**config.mk**
```make
export PLATFORM = sky130hd
export DESIGN_NAME = seg7_scan_driver_flat
export DESIGN_NICKNAME = d
export VERILOG_FILES = /design/src/rtl/seg7_scan_driver_if.sv /design/src/rtl/seg7_scan_driver.sv /design/src/flat_wrapper.sv
export SDC_FILE = /design/constraint.sdc
export NUM_CORES = 1
export LEC_CHECK = 0
export CORE_ASPECT_RATIO = 1.4
export CORE_MARGIN = 1
export CORE_UTILIZATION = 55
export CTS_CLUSTER_DIAMETER = 60
export DETAILED_ROUTE_END_ITERATION = 10
export PLACE_DENSITY = 0.78
export SYNTH_ARGS = -nofsm -noshare
export SYNTH_HDL_FRONTEND = slang
export SYNTH_SLANG_ARGS = --single-unit
export TNS_END_PERCENT = 50
```
**constraint.sdc**
```tcl
create_clock -name clk -period 4.2 [get_ports clk]
set_input_delay 0.84 -clock clk [delete_from_list [all_inputs] [get_ports clk]]
set_output_delay 0.84 -clock clk [all_outputs]
set_load 0.02 [all_outputs]
```
**src/rtl/seg7_scan_driver_if.sv**
```systemverilog
// Bundles the load-side inputs and the scan outputs of the 7-segment scan driver.
interface seg7_scan_driver_if #(
   parameter int DIGITS = 8
);
   logic [4*DIGITS-1:0] data;
   logic [DIGITS-1:0]   dp;
   logic [DIGITS-1:0]   digit_en;
   logic                lz_blank;
   logic                load;
   logic [7:0]          SEG;
   logic [DIGITS-1:0]   AN;
   logic                frame_done;
   logic                pend;

   modport master (
      output data, dp, digit_en, lz_blank, load,
      input  SEG, AN, frame_done, pend
   );

   modport slave (
      input  data, dp, digit_en, lz_blank, load,
      output SEG, AN, frame_done, pend
   );
endinterface

```
**src/rtl/seg7_scan_driver.sv**
```systemverilog
// Multiplexed hex display scanner with double-buffered frames, leading-zero
// blanking and per-digit enables. Frames swap only at the scan wrap.
module seg7_scan_driver #(
   parameter int DIGITS     = 8,
   parameter int CLK_DIV    = 100000,
   parameter bit ACTIVE_LOW = 1
) (
   input logic                clk,
   input logic                rst,
   seg7_scan_driver_if.slave  bus
);
   localparam int CNT_W = $clog2(CLK_DIV);
   localparam int IDX_W = $clog2(DIGITS);
   localparam int FW    = 6 * DIGITS + 1;
   localparam logic [CNT_W-1:0]  CNT_LAST = CNT_W'(CLK_DIV - 1);
   localparam logic [IDX_W-1:0]  IDX_LAST = IDX_W'(DIGITS - 1);
   localparam logic [7:0]        SEG_OFF  = ACTIVE_LOW ? 8'hFF : 8'h00;
   localparam logic [DIGITS-1:0] AN_OFF   = ACTIVE_LOW ? {DIGITS{1'b1}} : {DIGITS{1'b0}};

   function automatic logic [6:0] hex7(input logic [3:0] v);
      case (v)
         4'h0: hex7 = 7'h40;
         4'h1: hex7 = 7'h79;
         4'h2: hex7 = 7'h24;
         4'h3: hex7 = 7'h30;
         4'h4: hex7 = 7'h19;
         4'h5: hex7 = 7'h12;
         4'h6: hex7 = 7'h02;
         4'h7: hex7 = 7'h78;
         4'h8: hex7 = 7'h00;
         4'h9: hex7 = 7'h18;
         4'hA: hex7 = 7'h08;
         4'hB: hex7 = 7'h03;
         4'hC: hex7 = 7'h46;
         4'hD: hex7 = 7'h21;
         4'hE: hex7 = 7'h06;
         default: hex7 = 7'h0E;
      endcase
   endfunction

   // Frame word layout: {lz_blank, digit_en, dp, data}
   logic [CNT_W-1:0]  cnt_q, cnt_d;
   logic [IDX_W-1:0]  idx_q, idx_d;
   logic [FW-1:0]     pnd_q, pnd_d, disp_q, disp_d;
   logic              pend_q, pend_d;
   logic              frame_done_q;
   logic [7:0]        seg_q, seg_d, seg_al;
   logic [DIGITS-1:0] an_q, an_d, an_al;
   logic              tc, boundary;

   logic [4*DIGITS-1:0] d_data;
   logic [DIGITS-1:0]   d_dp, d_en, nz, blank, sel;
   logic                d_lz;
   logic [3:0]          nib;

   assign tc       = (cnt_q == CNT_LAST);
   assign boundary = tc && (idx_q == IDX_LAST);

   always_comb begin
      cnt_d  = tc ? '0 : cnt_q + CNT_W'(1);
      idx_d  = idx_q;
      if (tc) idx_d = (idx_q == IDX_LAST) ? '0 : idx_q + IDX_W'(1);
      pnd_d  = bus.load ? {bus.lz_blank, bus.digit_en, bus.dp, bus.data} : pnd_q;
      disp_d = boundary ? pnd_d : disp_q;
      pend_d = boundary ? 1'b0 : (bus.load ? 1'b1 : pend_q);
   end

   // Outputs are decoded from next-state so SEG/AN move together with idx.
   assign d_data = disp_d[4*DIGITS-1:0];
   assign d_dp   = disp_d[5*DIGITS-1:4*DIGITS];
   assign d_en   = disp_d[6*DIGITS-1:5*DIGITS];
   assign d_lz   = disp_d[6*DIGITS];

   generate
      for (genvar gi = 0; gi < DIGITS; gi++) begin : g_digit
         assign nz[gi]    = d_en[gi] && (d_data[4*gi +: 4] != 4'h0);
         assign blank[gi] = (gi != 0) && d_lz && !d_dp[gi] && !(|(nz >> gi));
         assign sel[gi]   = (idx_d == IDX_W'(gi));
      end
   endgenerate

   assign nib = d_data[{idx_d, 2'b00} +: 4];

   always_comb begin
      seg_al = 8'hFF;
      an_al  = {DIGITS{1'b1}};
      if (d_en[idx_d]) begin
         an_al = ~sel;
         if (!blank[idx_d]) seg_al = {~d_dp[idx_d], hex7(nib)};
      end
      seg_d = ACTIVE_LOW ? seg_al : ~seg_al;
      an_d  = ACTIVE_LOW ? an_al : ~an_al;
   end

   always_ff @(posedge clk) begin
      if (rst) begin
         cnt_q        <= '0;
         idx_q        <= '0;
         pnd_q        <= '0;
         disp_q       <= '0;
         pend_q       <= 1'b0;
         frame_done_q <= 1'b0;
         seg_q        <= SEG_OFF;
         an_q         <= AN_OFF;
      end else begin
         cnt_q        <= cnt_d;
         idx_q        <= idx_d;
         pnd_q        <= pnd_d;
         disp_q       <= disp_d;
         pend_q       <= pend_d;
         frame_done_q <= boundary;
         seg_q        <= seg_d;
         an_q         <= an_d;
      end
   end

   assign bus.SEG        = seg_q;
   assign bus.AN         = an_q;
   assign bus.frame_done = frame_done_q;
   assign bus.pend       = pend_q;
endmodule

```
**src/flat_wrapper.sv**
```systemverilog
// flat-port wrapper written by rule: the top's interface ports become plain ports
module seg7_scan_driver_flat 
#(
   parameter int DIGITS     = 8,
   parameter int CLK_DIV    = 100000,
   parameter bit ACTIVE_LOW = 1
)
  (clk, rst, bus_data, bus_dp, bus_digit_en, bus_lz_blank, bus_load, bus_SEG, bus_AN, bus_frame_done, bus_pend);
  seg7_scan_driver_if #(.DIGITS(DIGITS)) bus_i ();
  input logic clk;
  input logic rst;
  input wire logic [$bits(bus_i.data)-1:0] bus_data;
  input wire logic [$bits(bus_i.dp)-1:0] bus_dp;
  input wire logic [$bits(bus_i.digit_en)-1:0] bus_digit_en;
  input wire logic [$bits(bus_i.lz_blank)-1:0] bus_lz_blank;
  input wire logic [$bits(bus_i.load)-1:0] bus_load;
  output wire logic [$bits(bus_i.SEG)-1:0] bus_SEG;
  output wire logic [$bits(bus_i.AN)-1:0] bus_AN;
  output wire logic [$bits(bus_i.frame_done)-1:0] bus_frame_done;
  output wire logic [$bits(bus_i.pend)-1:0] bus_pend;
  assign bus_i.data = bus_data;
  assign bus_i.dp = bus_dp;
  assign bus_i.digit_en = bus_digit_en;
  assign bus_i.lz_blank = bus_lz_blank;
  assign bus_i.load = bus_load;
  assign bus_SEG = bus_i.SEG;
  assign bus_AN = bus_i.AN;
  assign bus_frame_done = bus_i.frame_done;
  assign bus_pend = bus_i.pend;
  seg7_scan_driver #(.DIGITS(DIGITS), .CLK_DIV(CLK_DIV), .ACTIVE_LOW(ACTIVE_LOW)) u_core (.clk(clk), .rst(rst), .bus(bus_i));
endmodule
```
==> flow_summary.yaml, run 1 <==
outcome:
  status: "completed"
clocking:
  clkTransAtPathRegs_ns: 0.06
  cts.sinks: 136
  ctsHtreeMaxLevel: 4
  numCtsBuffers: 17
  cts_tree: "built"
  cts_hold_buffers: 0
  cts_resized: 0
  clockBufferDepth: 2
  post_cts_buffers: 0
  clk_latency_ns: 0.41
  root_buffer: "clkbuf_16"
logic_synthesis:
  yosysTopAreaCellShare: 0.434
  synth-simple-area-share: 0.194
  yosys_warnings: 0
  synth_top_family_by_area: "simple AND/OR/NAND/NOR gates"
  yosys.area.top_type: "dfxtp_1"
  synthTopCellsByArea: "dfxtp_1, mux2i_1, nor2_1"
  syn_nets: 764
  synth_common_cells: "dfxtp_1, nor2_1, mux2i_1"
  synth-seq-cells: 136
  synth.most_common_cell: "dfxtp_1"
  async_reset_ff_frac: 0
  netlist_area_um2: 6270
  synth_top_flop_cell: "dfxtp_1"
  synth_edf_count: 0
  synthAdderAreaFrac: 0.0140
  synth_mux_area_frac: 0.122
  syn_inst: 705
  synth_cell_types: 73
  avgSynthCellArea_um2: 8.90
  ys_seq_area_frac: 0.434
  synthXorXnorAreaFrac: 0.0195
  synth_compound_area_frac: 0.180
pwr:
  switching_share: 0.219
  p_leak_nw: 2.89
  p_clk_frac: 0.494
  power_switching_mw: 0.650
  p_total_mw: 2.97
  ir_drop_mv: 0.322
  p_int_mw: 2.32
  comb_power_share: 0.058
  cellPowerDensity_nw_per_um2: 385
  p_seq_frac: 0.448
timing:
  report.final.slew_viol_count: 0
  fmax_ghz: 0.261
  setup_viol: 0
  slew_headroom: 0.506
  min_period_ns: 3.83
  post-route-worst-setup-slack_ns: 0.372
  fin_worst_skew_ns: 0.00926
  finalHoldViolCount: 0
  worst_pin_slew_ns: 0.741
  fin_tns_setup_ns: 0
  grt_setup_unrepaired: "false"
  min_period_over_period: 0.912
critical_path:
  regToRegSetupSlack_ns: 0.37
  endpoint_kind: "flop"
  r2r-end: "u_core.bus.SEG[4]"
  worst-path-max-fanout: 23
  path_class: "flop to flop"
  cp.required_ns: 4.49
  r2r_cells: 13
  critPathLaunchType: "flop"
  r2r-start: "u_core.idx_q[1]"
  worstPathArrival_ns: 4.12
min_path:
  hp-class: "flop to flop"
  worstHoldEndpoint: "u_core.cnt_q[0]"
  hp-start: "u_core.cnt_q[0]"
  holdPathStages: 1
cells_and_area:
  drive_gt1_frac: 0.103
  area_delta_synth_final_pct: 23.0
  antenna_cells: 0
  final_nets: 833
  stdcell_area_um2: 7720
  finish.utilization: 0.703
placement:
  dpl_cell_area_um2: 7130
  dp_hpwl_um: 11800
  gp_congestion: 0.941
  dp_slack_ns: 0.380
  port_buffers: 69
floorplan:
  row_count: 45
  core_um2: 11000
  io-pin-count: 70
  die_w_um: 92.3
  fp.dieH_um: 128
  die-area_um2: 11800
  initial_core_util: 0.572
route:
  drtAntennaViolNets: 0
  wl_per_cell_um: 18.0
  drc_errors: 0
  route.vias.total: 5535
  drtIter0Drc: 401
  via_per_inst: 5.97
  drt_pass1_iterations: 6
  finalWirelength_um: 16700
global_routing:
  overflow: 0
  antenna_found_initial: 0
  first_global_vias: 5479
  grt_pass1_wl_um: 27100
  grt_max_degree: 68
  groute.usage.overall: 0.296
job:
  drv_cap: 0
flip-flops by register name, summed over array words and instances, names as in the netlist:
name / count
u_core.bus.AN: 8
u_core.bus.SEG: 8
u_core.bus.frame_done: 1
u_core.bus.pend: 1
u_core.cnt_q: 17
u_core.disp_q: 49
u_core.idx_q: 3
u_core.pnd_q: 49
power by group through the flow:
stage / Sequential, mW / Clock [mW] / Combinational, mW
2_1_floorplan: 1.36 / 0 / 0.0929
3_3_place_gp: 1.36 / 0 / 0.166
3_5_place_dp: 1.36 / 0 / 0.172
4_1_cts: 1.33 / 1.48 / 0.173
5_1_grt: 1.34 / 1.55 / 0.188
6_report: 1.33 / 1.47 / 0.172
placed cells by master, fill, tap and decap left out, drive strengths merged, types with 6 or more instances in the layout:
master,count
mux2i,64
nor2b,12
and3,6
a21oi,30
o211ai,9
nand2,47
nand3,16
dfxtp,136
mux2,11
xor2,10
nor2,134
buf,25
clkbuf,20
inv,16
ha,7
o21ai,24
or3,8
a211oi,36
o41ai,8
nand2b,7
clkdlybuf4s50,67
nor3,6
a211o,6
layer usage:
layer | vias up | GRT usage | part of all wire
met5 | - | 0 | 0
met4 | 0 | 0.194 | 0.047
met3 | 57 | 0.0426 | 0.042
met2 | 189 | 0.507 | 0.50
met1 | 2619 | 0.345 | 0.41
li1 | 2670 | - | -
worst max path at each step:
stage | startpoint | to | slack, ns | cells past startpoint
finish | u_core.idx_q[1] | u_core.bus.SEG[4] | 0.37 | 13
CTS | u_core.idx_q[1] | u_core.bus.SEG[4] | 0.43 | 13
global route | u_core.cnt_q[0] | u_core.bus.SEG[1] | 0.11 | 12
floorplan | bus_load | u_core.bus.SEG[4] | 0.57 | 12
detailed placement | bus_load | u_core.bus.SEG[1] | 0.38 | 11
global placement | bus_load | u_core.bus.SEG[1] | 0.51 | 10
area by class of cell:
class	count	area [µm²]
multi-input combinational	513	3320
tap	141	176
clock inverter	11	121
inverter	14	52.6
fill	873	3260
timing repair buffer	92	856
sequential	136	2720
clock buffer	20	467
cell families (layout without fill, tap and decap cells):
family                     after synthesis  count (layout)
and+or+nand+nor                        262             262
muxes                                   75              75
AOI/OAI and AO/OA                      155             155
adders and majority gates                7               7
DFF                                    136             136
xor gates and xnor gates                14              14
buffers and inverters                   56             137
through the flow:
step / hold WS (ns) / std cells
floorplan: 0.418 / 705
global placement: 0.428 / 896
detailed placement: 0.439 / 896
CTS: 0.464 / 927
global route: 0.472 / 927
finish: 0.458 / 927
critical path: stages (launching register included):
cell	delay [ns]
dfxtp_1	0.41
ha_1	0.19
ha_1	0.51
buf_4	0.29
and3_2	0.33
buf_4	0.30
nand2_1	0.10
o211ai_1	0.10
o211ai_1	0.17
o21ai_0	0.28
inv_1	0.19
ha_1	0.30
o2bb2ai_1	0.15
or3_1	0.37
No activity file was read; power rests on OpenSTA's default activity.
==> run 2: changes to the inputs <==
--- a/config.mk
+++ b/config.mk
@@ -7,10 +7,10 @@
 export LEC_CHECK = 0
 export CORE_ASPECT_RATIO = 1.4
 export CORE_MARGIN = 1
-export CORE_UTILIZATION = 55
+export CORE_UTILIZATION = 56
 export CTS_CLUSTER_DIAMETER = 60
 export DETAILED_ROUTE_END_ITERATION = 10
-export PLACE_DENSITY = 0.78
+export PLACE_DENSITY = 0.87
 export SYNTH_ARGS = -nofsm -noshare
 export SYNTH_HDL_FRONTEND = slang
 export SYNTH_SLANG_ARGS = --single-unit
==> run 2 against run 1 <==
Compared with the run above:
- die area down 1.8%
- critical path type unchanged
- largest power group unchanged
- combinational power barely moved
- clock power increased by 16%
- largest cell class unchanged
- sequential cell count unchanged
- critical endpoint is now u_core.bus.SEG[3]
- final area rose by 1.1%
- non-clock buffer count did not move
- via count is 3.8% higher
==> flow_summary.yaml, run 2 (synthesis gave the netlist of run 1 again) <==
timing:
  finalHoldViolCount: 0
  slew_headroom: 0.442
  setup_viol: 0
  min_period_over_period: 0.893
  fin_tns_setup_ns: 0
  report.final.slew_viol_count: 0
  grt_setup_unrepaired: "false"
  fmax_ghz: 0.267
  min_period_ns: 3.75
  fin_worst_skew_ns: 0.0143
  worst_pin_slew_ns: 0.837
  holdWs_ns: 0.449
global_routing:
  antenna_found_initial: 0
  overflow: 0
  first_global_vias: 5791
  grt_pass1_wl_um: 28600
  grt_max_degree: 56
  groute.usage.overall: 0.316
route:
  wl_per_cell_um: 19.0
  drt_pass1_iterations: 6
  route.vias.total: 5748
  drc_errors: 0
  drtAntennaViolNets: 0
  drtIter0Drc: 395
  via_per_inst: 6.19
  finalWirelength_um: 17600
cells_and_area:
  area_delta_synth_final_pct: 24.4
  layout_common_cells: "dfxtp_1, nor2_1, clkdlybuf4s50_1, mux2i_1, nand2_1"
  final_common_cell: "dfxtp_1"
  drive_gt1_frac: 0.104
  top_regs: "u_core.disp_q: 49 flops, u_core.pnd_q: 49 flops, u_core.cnt_q: 17 flops"
  antenna_cells: 0
  final_nets: 833
critical_path:
  path_class: "flop to flop"
  cp_slowest_cell: "and3_1"
  endpoint_kind: "flop"
  crit_chain: "ha_1, and4b_1, and3_1, nand2_8, o22ai_1, o211ai_1, o211ai_1, o21ai_0, ha_1, inv_1, nand2_1, mux2i_1, nor3_1, o21bai_1"
  worstPathArrival_ns: 4.06
  cp.required_ns: 4.51
  critPathMaxStageDelay_ns: 0.49
  critPathLaunchType: "flop"
  crit_family: "simple AND/OR/NAND/NOR gates"
  worst-path-max-fanout: 19
  cp_num_buf_inv: 1
pwr:
  ir_drop_mv: 0.286
  p_leak_nw: 2.93
  cellPowerDensity_nw_per_um2: 411
  p_total_mw: 3.21
floorplan:
  die_w_um: 91.5
  initial_core_util: 0.577
  io-pin-count: 70
  fp.dieH_um: 127
  row_count: 45
  die-area_um2: 11600
  core_um2: 10900
clocking:
  cts.sinks: 136
  numCtsBuffers: 17
  clk_latency_ns: 0.42
  root_buffer: "clkbuf_16"
  cts_hold_buffers: 0
  clockBufferDepth: 2
  post_cts_buffers: 0
  cts_tree: "built"
  ctsHtreeMaxLevel: 4
  clkTransAtPathRegs_ns: 0.06
  cts_resized: 0
placement:
  dp_hpwl_um: 12300
  gp_congestion: 0.959
  port_buffers: 69
min_path:
  hp-class: "flop to flop"
job:
  drv_cap: 0
outcome:
  status: "completed"
## run 2: cell count changes in the layout (fill, tap and decap cells not counted)
cell	previous run	this run
clkinv_4	1	3
clkbuf_8	3	0
clkinv_2	4	2
bufinv_16	2	6
## run 2: through the flow
step	std cells	setup WS, ns	util	cell area, µm²
after floorplan	705	0.566	-	6270
after CTS	928	0.514	0.718	7800
final	928	0.450	0.718	7800
after detailed placement	896	0.214	0.656	7130
after global placement	896	0.330	0.656	7130
after global routing	928	0.132	0.718	7800
## run 2: path summary, 6_finish.rpt
check / startpoint / endpoint / slack (ns) / cells after the start
max: u_core.cnt_q[0] / u_core.bus.SEG[3] / 0.45 / 14
min: u_core.cnt_q[0] / u_core.cnt_q[0] / 0.45 / 1
max reg2reg: u_core.cnt_q[0] / u_core.bus.SEG[3] / 0.45 / 14
min reg2reg: u_core.cnt_q[0] / u_core.cnt_q[0] / 0.45 / 1
## run 2: area by class of cell
class                           count  area, µm²
Multi-Input combinational cell    513       3320
Fill cell                         763       3060
Sequential cell                   136       2720
Timing Repair Buffer               92        856
Clock buffer                       17        425
Clock inverter                     15        249
Tap cell                          141        176
Inverter                           14       52.6
## run 2: where the power goes
group / internal, mW / switching [mW] / total, mW
sequential: 1.32 / 0.0118 / 1.33
clock: 1.12 / 0.590 / 1.71
combinational: 0.0838 / 0.0863 / 0.170
## run 2: per-layer routing
| layer | global-route usage | routed length [µm] | vias up |
|---|---|---|---|
| met3 | 0.0512 | 841 | 73 |
| met4 | 0.218 | 903 | 0 |
| met2 | 0.556 | 9070 | 243 |
| met1 | 0.344 | 6800 | 2770 |
| li1 | - | - | 2662 |
| met5 | 0 | 0 | - |
==> run 3: changes to the inputs <==
==> constraint.sdc (replaced) <==
create_clock -name clk -period 3.5 [get_ports clk]
set_input_delay 0.7 -clock clk [delete_from_list [all_inputs] [get_ports clk]]
set_output_delay 0.7 -clock clk [all_outputs]
set_load 0.005 [all_outputs]
==> run 3 against run 2 <==
Compared with the run above:
- sequential power rose by 20%
- sequential share of layout area fell by 0.34 points
- register-to-register slack worse by 0.31 ns
- non-clock buffer count rose by 16
- critical path depth unchanged
- core utilization grew 0.75 points
- critical path type unchanged
- routed wire length down 0.43%
- total power grew 9.9%
- largest cell class unchanged
- via count rose by 0.30%
- clock power about the same
- global-route usage is 0.61 points lower
==> flow_summary.yaml, run 3 (synthesis gave the netlist of run 1 again) <==
cells_and_area:
  final_nets: 849
  final.fill_count: 803
  layout_common_cells: "dfxtp_1, nor2_1, clkdlybuf4s50_1, mux2i_1, nand2_1"
  fin_cells: 944
  stdcell_area_um2: 7890
  antenna_cells: 0
  drive_gt1_frac: 0.132
  final_common_cell: "dfxtp_1"
  top_regs: "u_core.disp_q: 49 flops, u_core.pnd_q: 49 flops, u_core.cnt_q: 17 flops"
  area_delta_synth_final_pct: 25.7
placement:
  dp_cells: 910
  dpl_cell_area_um2: 7260
  port_buffers: 69
  gp_congestion: 1.03
  dp_hpwl_um: 12700
floorplan:
  initial_core_util: 0.577
  core_um2: 10900
  die-area_um2: 11600
  io-pin-count: 70
  die_w_um: 91.5
  row_count: 45
  fp.dieH_um: 127
critical_path:
  critPathLaunchType: "flop"
  crit_chain: "ha_1, and4b_1, and3_4, nand2_8, a21o_1, a221oi_1, o211ai_1, o21ai_1, buf_4, inv_1, ha_1, mux2i_1, nor2_1, a211o_1"
  critPathMaxStageDelay_ns: 0.35
  endpoint_kind: "flop"
  cp_slowest_cell: "dfxtp_1"
  path_class: "flop to flop"
  worstPathArrival_ns: 3.66
  cpMostUsedCell: "ha_1"
  cp.required_ns: 3.81
  worst-path-max-fanout: 19
global_routing:
  groute.usage.overall: 0.309
  first_global_vias: 5537
  busiest_layer: "met2"
  grtUsageMet2: 0.539
  overflow: 0
  antenna_found_initial: 0
  met1_usage: 0.352
  use_met3: 0.0524
  grt_max_degree: 67
  grt_pass1_wl_um: 27800
timing:
  min_period_over_period: 0.960
  finalHoldViolCount: 0
  slew_headroom: 0.532
  grt_setup_unrepaired: "false"
  worst_pin_slew_ns: 0.683
  fmax_ghz: 0.298
  setup_viol: 0
  fin_worst_skew_ns: 0.0131
  min_period_ns: 3.36
  holdWs_ns: 0.459
  fin_tns_setup_ns: 0
  report.final.slew_viol_count: 0
clocking:
  clkTransAtPathRegs_ns: 0.06
  cts.sinks: 136
  ctsHtreeMaxLevel: 4
  clockBufferDepth: 2
  root_buffer: "clkbuf_16"
  numCtsBuffers: 17
  clk_latency_ns: 0.43
  cts_tree: "built"
outcome:
  status: "completed"
route:
  drtAntennaViolNets: 0
  drc_errors: 0
  via_per_inst: 6.11
  wl_per_cell_um: 18.6
  drt_pass1_iterations: 5
  route.vias.total: 5765
  drtIter0Drc: 504
  finalWirelength_um: 17500
pwr:
  p_leak_nw: 2.96
  cellPowerDensity_nw_per_um2: 447
  p_total_mw: 3.53
  ir_drop_mv: 0.383
job:
  drv_cap: 0
min_path:
  hp-class: "flop to flop"
==> run 3: critical path: cells and delay by family (launching register included) <==
kind                       cells  cell delay, ns
and+or+nand+nor                4            0.76
DFF                            1            0.35
muxes                          1            0.15
AOI/OAI and AO/OA              5            1.26
adders and majority gates      2            0.46
buffers and inverters          2            0.25
==> run 3: area by class of cell <==
class	count	area, µm²	share of cell area
well taps	141	176	0.0224
repair buffers	108	1000	0.127
inverters	14	52.6	0.00666
multi-input cells	513	3360	0.426
clock buffers	19	453	0.0574
clock inverters	13	119	0.0151
flip-flops and latches	136	2720	0.345
==> run 3: power breakdown <==
part	internal [mW]	switching [mW]	leakage, nW
logic	0.105	0.106	1.58
clock network	1.02	0.699	0.273
registers	1.59	0.0142	1.11
==> run 3: path summary, 6_finish.rpt <==
| path | to | cells past startpoint | slack (ns) | startpoint |
|---|---|---|---|---|
| worst max register to register | u_core.bus.SEG[6] | 14 | 0.14 | u_core.cnt_q[0] |
| worst max-delay path | u_core.bus.SEG[6] | 14 | 0.14 | u_core.cnt_q[0] |
| worst min register to register | u_core.cnt_q[0] | 1 | 0.46 | u_core.cnt_q[0] |
| worst min-delay path | u_core.cnt_q[0] | 1 | 0.46 | u_core.cnt_q[0] |
==> run 3: timing repair <==
item	in CTS	in global routing
gates resized for setup	3	8
endpoints found under the setup margin	5	6
pin swaps	0	2
setup buffers	0	2
hold buffers	0	0
==> run 3: per-layer routing <==
metal	up-vias	part of all wire
li1	2711	-
met1	2736	0.39
met3	71	0.052
met5	-	0
met2	247	0.51
met4	0	0.051
==> run 3: metrics by stage <==
| stage | util | setup slack (ns) |
|---|---|---|
| 2_1_floorplan | - | 0.00611 |
| 3_3_place_gp | 0.668 | 0.0295 |
| 3_5_place_dp | 0.668 | -0.0302 |
| 4_1_cts | 0.722 | 0.0725 |
| 5_1_grt | 0.726 | 0.0108 |
| 6_report | 0.726 | 0.142 |
